==> config.mk <==
export PLATFORM = sky130hd
export DESIGN_NAME = iob_axistream_in_drain
export DESIGN_NICKNAME = d
export VERILOG_FILES = /design/src/rtl/iob_axistream_in_drain.sv
export SDC_FILE = /design/constraint.sdc
export NUM_CORES = 1
export LEC_CHECK = 0
export ABC_AREA = 0
export ABC_CLOCK_PERIOD_IN_PS = 6150
export CORE_UTILIZATION = 55
export DETAILED_ROUTE_END_ITERATION = 12
export DONT_BUFFER_PORTS = 1
export PLACE_DENSITY = 0.7
export SLEW_MARGIN = 20
export SYNTH_ARGS = -nofsm -noshare
export SYNTH_HDL_FRONTEND = slang
export SYNTH_SLANG_ARGS = --single-unit
==> constraint.sdc <==
create_clock -name clk_i -period 6.15 [get_ports clk_i]
set_input_delay 1.23 -clock clk_i [delete_from_list [all_inputs] [get_ports clk_i]]
set_output_delay 1.23 -clock clk_i [all_outputs]
set_load 0.05 [all_outputs]
==> src/rtl/iob_axistream_in_drain.sv <==
// rtl/iob_axistream_in_drain.sv - drains the AXI-Stream input FIFO into consecutive memory words
// Stops on word count, on TLAST (when enabled) or on abort; a word already popped is always written.
module iob_axistream_in_drain #(
  parameter int DATA_W = 32,
  parameter int STRB_W = DATA_W / 8,
  parameter int ADDR_W = 24,
  parameter int LEN_W  = 16
) (
  input  logic              clk_i,
  input  logic              cke_i,
  input  logic              arst_i,
  input  logic              start_i,
  input  logic              abort_i,
  input  logic [ADDR_W-1:0] base_addr_i,
  input  logic [LEN_W-1:0]  max_len_i,
  input  logic              stop_on_last_i,
  output logic              busy_o,
  output logic              done_o,
  output logic [LEN_W-1:0]  count_o,
  output logic              last_seen_o,
  output logic              trunc_o,
  output logic              aborted_o,
  output logic              fifo_ren_o,
  input  logic [DATA_W-1:0] fifo_rdata_i,
  input  logic              fifo_rvalid_i,
  input  logic              fifo_empty_i,
  input  logic              fifo_last_i,
  input  logic [STRB_W-1:0] fifo_rstrb_i,
  output logic              mem_valid_o,
  output logic [ADDR_W-1:0] mem_addr_o,
  output logic [DATA_W-1:0] mem_wdata_o,
  output logic [STRB_W-1:0] mem_wstrb_o,
  input  logic              mem_ready_i
);

  localparam logic [2:0] S_IDLE  = 3'd0;
  localparam logic [2:0] S_REQ   = 3'd1;
  localparam logic [2:0] S_WAIT  = 3'd2;
  localparam logic [2:0] S_WRITE = 3'd3;
  localparam logic [2:0] S_DONE  = 3'd4;

  logic [2:0]        r_state;
  logic [ADDR_W-1:0] r_addr;
  logic [LEN_W-1:0]  r_count;
  logic              r_last_seen;
  logic              r_trunc;
  logic              r_aborted;
  logic              r_abort_pend;
  logic [DATA_W-1:0] r_wdata;
  logic [STRB_W-1:0] r_wstrb;
  logic              r_last;

  logic [LEN_W-1:0]  w_count_inc;
  logic [ADDR_W-1:0] w_addr_inc;
  logic              w_abort;

  assign w_count_inc = r_count + {{(LEN_W-1){1'b0}}, 1'b1};
  assign w_addr_inc  = r_addr + {{(ADDR_W-1){1'b0}}, 1'b1};
  // an abort raised in the same cycle as the handshake still ends the transfer
  assign w_abort     = r_abort_pend | abort_i;

  always_ff @(posedge clk_i or posedge arst_i) begin
    if (arst_i) begin
      r_state      <= S_IDLE;
      r_addr       <= '0;
      r_count      <= '0;
      r_last_seen  <= 1'b0;
      r_trunc      <= 1'b0;
      r_aborted    <= 1'b0;
      r_abort_pend <= 1'b0;
      r_wdata      <= '0;
      r_wstrb      <= '0;
      r_last       <= 1'b0;
    end else if (cke_i) begin
      case (r_state)
        S_IDLE: begin
          if (start_i) begin
            r_count      <= '0;
            r_last_seen  <= 1'b0;
            r_trunc      <= 1'b0;
            r_aborted    <= 1'b0;
            r_abort_pend <= 1'b0;
            if (max_len_i == '0) begin
              r_state <= S_DONE;
            end else begin
              r_addr  <= base_addr_i;
              r_state <= S_REQ;
            end
          end
        end
        S_REQ: begin
          if (abort_i) begin
            r_aborted <= 1'b1;
            r_state   <= S_DONE;
          end else if (!fifo_empty_i) begin
            r_state <= S_WAIT;
          end
        end
        S_WAIT: begin
          if (abort_i) r_abort_pend <= 1'b1;
          if (fifo_rvalid_i) begin
            r_wdata <= fifo_rdata_i;
            r_wstrb <= fifo_rstrb_i;
            r_last  <= fifo_last_i;
            r_state <= S_WRITE;
          end
        end
        S_WRITE: begin
          if (mem_ready_i) begin
            r_addr  <= w_addr_inc;
            r_count <= w_count_inc;
            if (w_abort) begin
              r_aborted <= 1'b1;
              r_state   <= S_DONE;
            end else if (stop_on_last_i && r_last) begin
              r_last_seen <= 1'b1;
              r_state     <= S_DONE;
            end else if (w_count_inc == max_len_i) begin
              r_trunc     <= stop_on_last_i & ~r_last;
              r_last_seen <= r_last;
              r_state     <= S_DONE;
            end else begin
              r_state <= S_REQ;
            end
          end else if (abort_i) begin
            r_abort_pend <= 1'b1;
          end
        end
        S_DONE:  r_state <= S_IDLE;
        default: r_state <= S_IDLE;
      endcase
    end
  end

  // the read is withheld when aborting from REQ so no popped word is dropped
  assign fifo_ren_o  = (r_state == S_REQ) & ~fifo_empty_i & ~abort_i;
  assign busy_o      = (r_state != S_IDLE);
  assign done_o      = (r_state == S_DONE);
  assign mem_valid_o = (r_state == S_WRITE);
  assign mem_addr_o  = r_addr;
  assign mem_wdata_o = r_wdata;
  assign mem_wstrb_o = r_wstrb;
  assign count_o     = r_count;
  assign last_seen_o = r_last_seen;
  assign trunc_o     = r_trunc;
  assign aborted_o   = r_aborted;

endmodule

## Yosys cells after proc, flatten, opt, wreduce, memory -nomap -nowiden

Index checks and enable logic that the tools add are counted.

| storage, ports and cells | value |
|---|---|
| logic and storage cells | 86 |
| bits in registers | 84 |
| bits of input ports | 86 |
| output and inout bits | 83 |

| operators by class | value |
|---|---|
| bitwise logic cells | 7 |
| reductions and logical operators | 15 |
| add/subtract/negate cells | 2 |
| equality and inequality tests | 17 |
| multiplexer cells | 35 |

Operator list:

| operator | count |
|---|---|
| $mux 24 | 3 |
| $pmux 24 s2 | 1 |
| $mux 16 | 2 |
| $pmux 16 s2 | 1 |
| $mux 3 | 9 |
| $add 24x1->24 const B | 1 |
| $add 16x1->16 const B | 1 |
| $eq 16x16->1 | 1 |
| $logic_not 16->1 | 1 |
| $mux 1 | 14 |
| $ne 2x2->1 const B | 7 |
| $pmux 3 s4 | 1 |
| $reduce_and 6->1 | 2 |
| $reduce_and 5->1 | 2 |
| $reduce_bool 3->1 | 3 |
| $reduce_and 4->1 | 2 |
| $reduce_and 7->1 | 1 |
| $eq 3x2->1 const B | 2 |
| $ne 2x1->1 const B | 3 |
| $pmux 1 s3 | 2 |
| $pmux 1 s2 | 2 |
| $and 1x1->1 | 3 |
| $eq 3x1->1 const B | 1 |
| $eq 3x3->1 const B | 1 |
| other kinds (8) | 10 |

## Logic depth before layout (Yosys ltp)

| depth | value |
|---|---|
| depth after elaboration | 7 |
| depth in mapped cells | 10 |
| gate-level depth less buffers | 8 |

## Worst setup path before layout

OpenSTA, ideal clock, no wires.

| timing path | value |
|---|---|
| path type | in2out |
| from | input abort_i |
| to | output fifo_ren_o |
| stages on the path | 3 |
| arrival time | 2.105 ns |
| buffers on the path | 0 |
| setup slack | 2.815 ns |
| required time | 4.920 ns |
| cell sequence | nor2_1 nand3_1 nor2_1 |

| on the way | value |
|---|---|
| longest elaborated chain between the ends | 2 |

RTL lines:

| what | line | source |
|---|---|---|
| start: declaration | 13 | `input logic abort_i,` |
| $not 1->1 | 136 | `assign fifo_ren_o = (r_state == S_REQ) & ~fifo_empty_i & ~abort_i;` |
| $and 1x1->1 | 136 |  |
| end: declaration | 23 | `output logic fifo_ren_o,` |

Every way passes these cells.

## Worst setup path in the final report

Same ends and word-level chain as after synthesis.

==> results.py <==
metrics = {
    "status": {
        "status": "finished, final reports clean",
    },
    "logic_synthesis": {
        "ys_ff_latch": 84,
        "synth_largest_area_cell": "dfrtp_1",
        "synth_edf_count": 0,
        "synth_cell_type_count": 59,
        "synthTopCellsByArea": "dfrtp_1, mux2_2, o21ai_0",
        "synth_top_flop_cell": "dfrtp_1",
        "synth_nets": 597,
        "avgSynthCellArea_um2": 9.32,
        "seq_area_frac_synth_pct": 44.3,
        "netlist_area_um2": 4750,
        "yosysTopAreaCellShare_pct": 44.3,
        "async_flop_share_pct": 100,
        "yosysWarnings": 0,
        "syn_inst": 509,
    },
    "critical_path": {
        "worstPathArrival_ns": 2.16,
        "cp_slowest_cell": "nor2_1",
        "crit_top_cell": "nor2_1",
        "crit_type": "in2out",
        "critical_path.cell_chain": "nor2_1 -> nand3_1 -> nor2_1",
        "cp-end-kind": "output port",
        "max_stage_delay_ns": 0.70,
        "cp_max_fo": 5,
        "cp_top_family": "simple AND/OR/NAND/NOR gates",
        "cp.buffers_inverters": 0,
        "worst_setup_path_start_kind": "input port",
        "required_ns": 4.92,
    },
    "clock_tree": {
        "cts_resized": 0,
        "post_cts_buffers": 0,
        "htree_levels": 3,
        "cts-buffers-inserted": 9,
        "cts_tree": "yes",
        "cts_hold_buffers": 0,
        "clock-sinks": 84,
        "insertion_delay_ns": 0.35,
        "path_clk_slew_ns": 0.09,
        "clk_path_buf_depth": 2,
        "root_buffer": "clkbuf_8",
    },
    "drt": {
        "wirelength_um": 11000,
        "ant_nets": 0,
        "route.detailed.drc": 0,
        "vias": 3837,
        "wl_per_cell_um": 18.4,
        "via_per_inst": 6.40,
        "first_iter_violations": 178,
        "dr.pass1.iters": 4,
    },
    "timing": {
        "fin_skew_ns": 0.00867,
        "post-route-min-period_ns": 3.39,
        "finalSetupViolCount": 0,
        "fin_ws_ns": 2.76,
        "rsz0062_at_grt": "no",
        "tightestPinTransition_ns": 0.959,
        "period_share_pct": 55.1,
        "max_freq_mhz": 295,
        "setup_tns_ns": 0,
        "finalHoldViolations": 0,
        "finalMaxSlewViolations": 0,
        "max_slew_margin_pct": 36.0,
    },
    "global_routing": {
        "grt_max_degree": 53,
        "grt_pass1_wl_um": 17200,
        "grt.total_usage_pct": 24.7,
        "grt_overflow_total": 0,
        "grt_pass1_vias": 3638,
        "antenna_found_initial": 0,
    },
    "floorplanning": {
        "start_util_pct": 57.2,
        "design.die.area_um2": 9000,
        "dieWidth_um": 94.9,
        "io_pins": 169,
        "rows": 33,
        "fp.dieH_um": 94.9,
        "fp.coreArea_um2": 8300,
    },
    "power_and_ir_drop": {
        "vdd_drop_max_mv": 0.297,
        "p_leak_nw": 2.05,
        "finalPower_mw": 2.57,
        "switching_share_pct": 53.4,
        "pwr-share-comb_pct": 19.1,
        "power_switching_mw": 1.37,
        "power_density_nw_per_um2": 516,
        "p_int_mw": 1.20,
        "pwr-share-clk_pct": 17.7,
        "seqPwrFrac_pct": 63.1,
    },
    "final_layout": {
        "num-nets-final": 578,
        "num_antenna_cells": 0,
        "nFillCells": 733,
        "multi_input_area_um2": 2450,
        "final_common_cell": "dfrtp_1",
        "layout_common_cells": "dfrtp_1, o21ai_0, nand2_1, nor2_1, a21oi_1",
        "postLayoutCellArea_um2": 4970,
        "layout-drive-gt1-share_pct": 15.4,
        "ff_latch_area_um2": 2100,
        "area_delta_synth_final_pct": 4.80,
    },
    "placement": {
        "place_ws_ns": 2.76,
        "hpwlAfterDp_um": 7720,
        "place_area_um2": 4750,
        "gp_congestion": 0.861,
        "numPortBuffers": 0,
    },
    "worst_hold_path": {
        "hold_class": "reg2reg",
    },
    "job": {
        "cap_viol_max_count": 0,
    },
}
## cell type report
cell class	instances	area share, %
Sequential cell	84	42.3
Clock buffer	9	2.49
Multi-Input combinational cell	383	49.4
Clock inverter	7	2.09
Inverter	9	0.704
Timing Repair Buffer	3	0.453
Tap cell	105	2.64
## registers in the layout, indices dropped and copies added, names as in the netlist
name and cells:
mem_wdata_o 32, mem_addr_o 24, count_o 16, mem_wstrb_o 4, r_state 3, aborted_o 1
last_seen_o 1, r_abort_pend 1, r_last 1, trunc_o 1
## routing by layer
metal  part of all wire [%]  vias to the layer above  track usage (%)
met2                     49                      143             40.5
li1                       -                     1810                -
met5                      0                        -                0
met4                    2.0                        0             10.7
met3                    6.6                       19             5.72
met1                     42                     1865             30.9
## worst register-to-register path, delay by kind of cell (launching register included)
family | cells | cell delay, ns
compound gates | 3 | 0.57
fa+ha+maj | 1 | 0.40
flops | 1 | 0.73
mux | 1 | 0.32
simple gates | 3 | 0.98
## kinds of logic (layout without fill, tap and decap cells)
group                    count (synthesis)  in the layout  share of synthesized area, %
AND/OR/NAND/NOR                        177            177                          19.6
AO/OA/AOI/OAI                          142            142                          18.1
flip-flops                              84             84                          44.3
buffers and inverters                   42             28                          4.09
multiplexers                            38             38                          8.99
XOR/XNOR                                24             24                          4.43
adder cells (fa/ha/maj)                  2              2                         0.527
## metrics by stage
stage	cells	utilization [%]	hold slack (ns)
finish	600	59.9	0.590
global route	600	59.9	0.614
CTS	600	59.9	0.596
detailed placement	584	57.2	0.573
global placement	584	57.2	0.572
floorplan	509	-	0.525
## power by group through the flow
stage / registers [mW] / clock network, mW / logic, mW
global placement: 1.63 / 0 / 0.475
global route: 1.66 / 0.485 / 0.552
finish: 1.62 / 0.455 / 0.491
detailed placement: 1.64 / 0 / 0.495
floorplan: 1.56 / 0 / 0.441
CTS: 1.62 / 0.464 / 0.495
## cells in the mapped netlist, types with 2 or more instances
library cell,n
buf_1,2
nor4_1,7
nor3b_1,3
a2bb2oi_1,5
mux2_2,37
inv_1,9
buf_2,10
and3_1,8
a22oi_1,3
a31oi_1,8
o211ai_1,3
ha_1,2
nand3_1,28
nor4_4,3
o21ai_0,54
o22ai_1,10
buf_4,4
o31ai_1,6
or3_1,4
nand2_1,45
a21oi_1,39
nor2_1,44
xnor2_1,15
and4_1,4
xor2_1,9
dfrtp_1,84
nor3_2,2
nand4_2,2
nand4_1,4
or2_2,2
clkbuf_1,15
nor3_1,11
## path summary, 6_finish.rpt
check	start	endpoint	slack (ns)	depth (start not counted)
worst min-delay path	r_last	r_last	0.59	1
min in group asynchronous	arst_i	mem_wdata_o[8]	0.78	1
worst max register to register	count_o[0]	r_state[0]	3.05	8
worst max-delay path	abort_i	fifo_ren_o	2.76	3
worst min register to register	r_last	r_last	0.59	1
max in group asynchronous	arst_i	count_o[12]	4.29	2
Power figures use the tool's default switching activity.
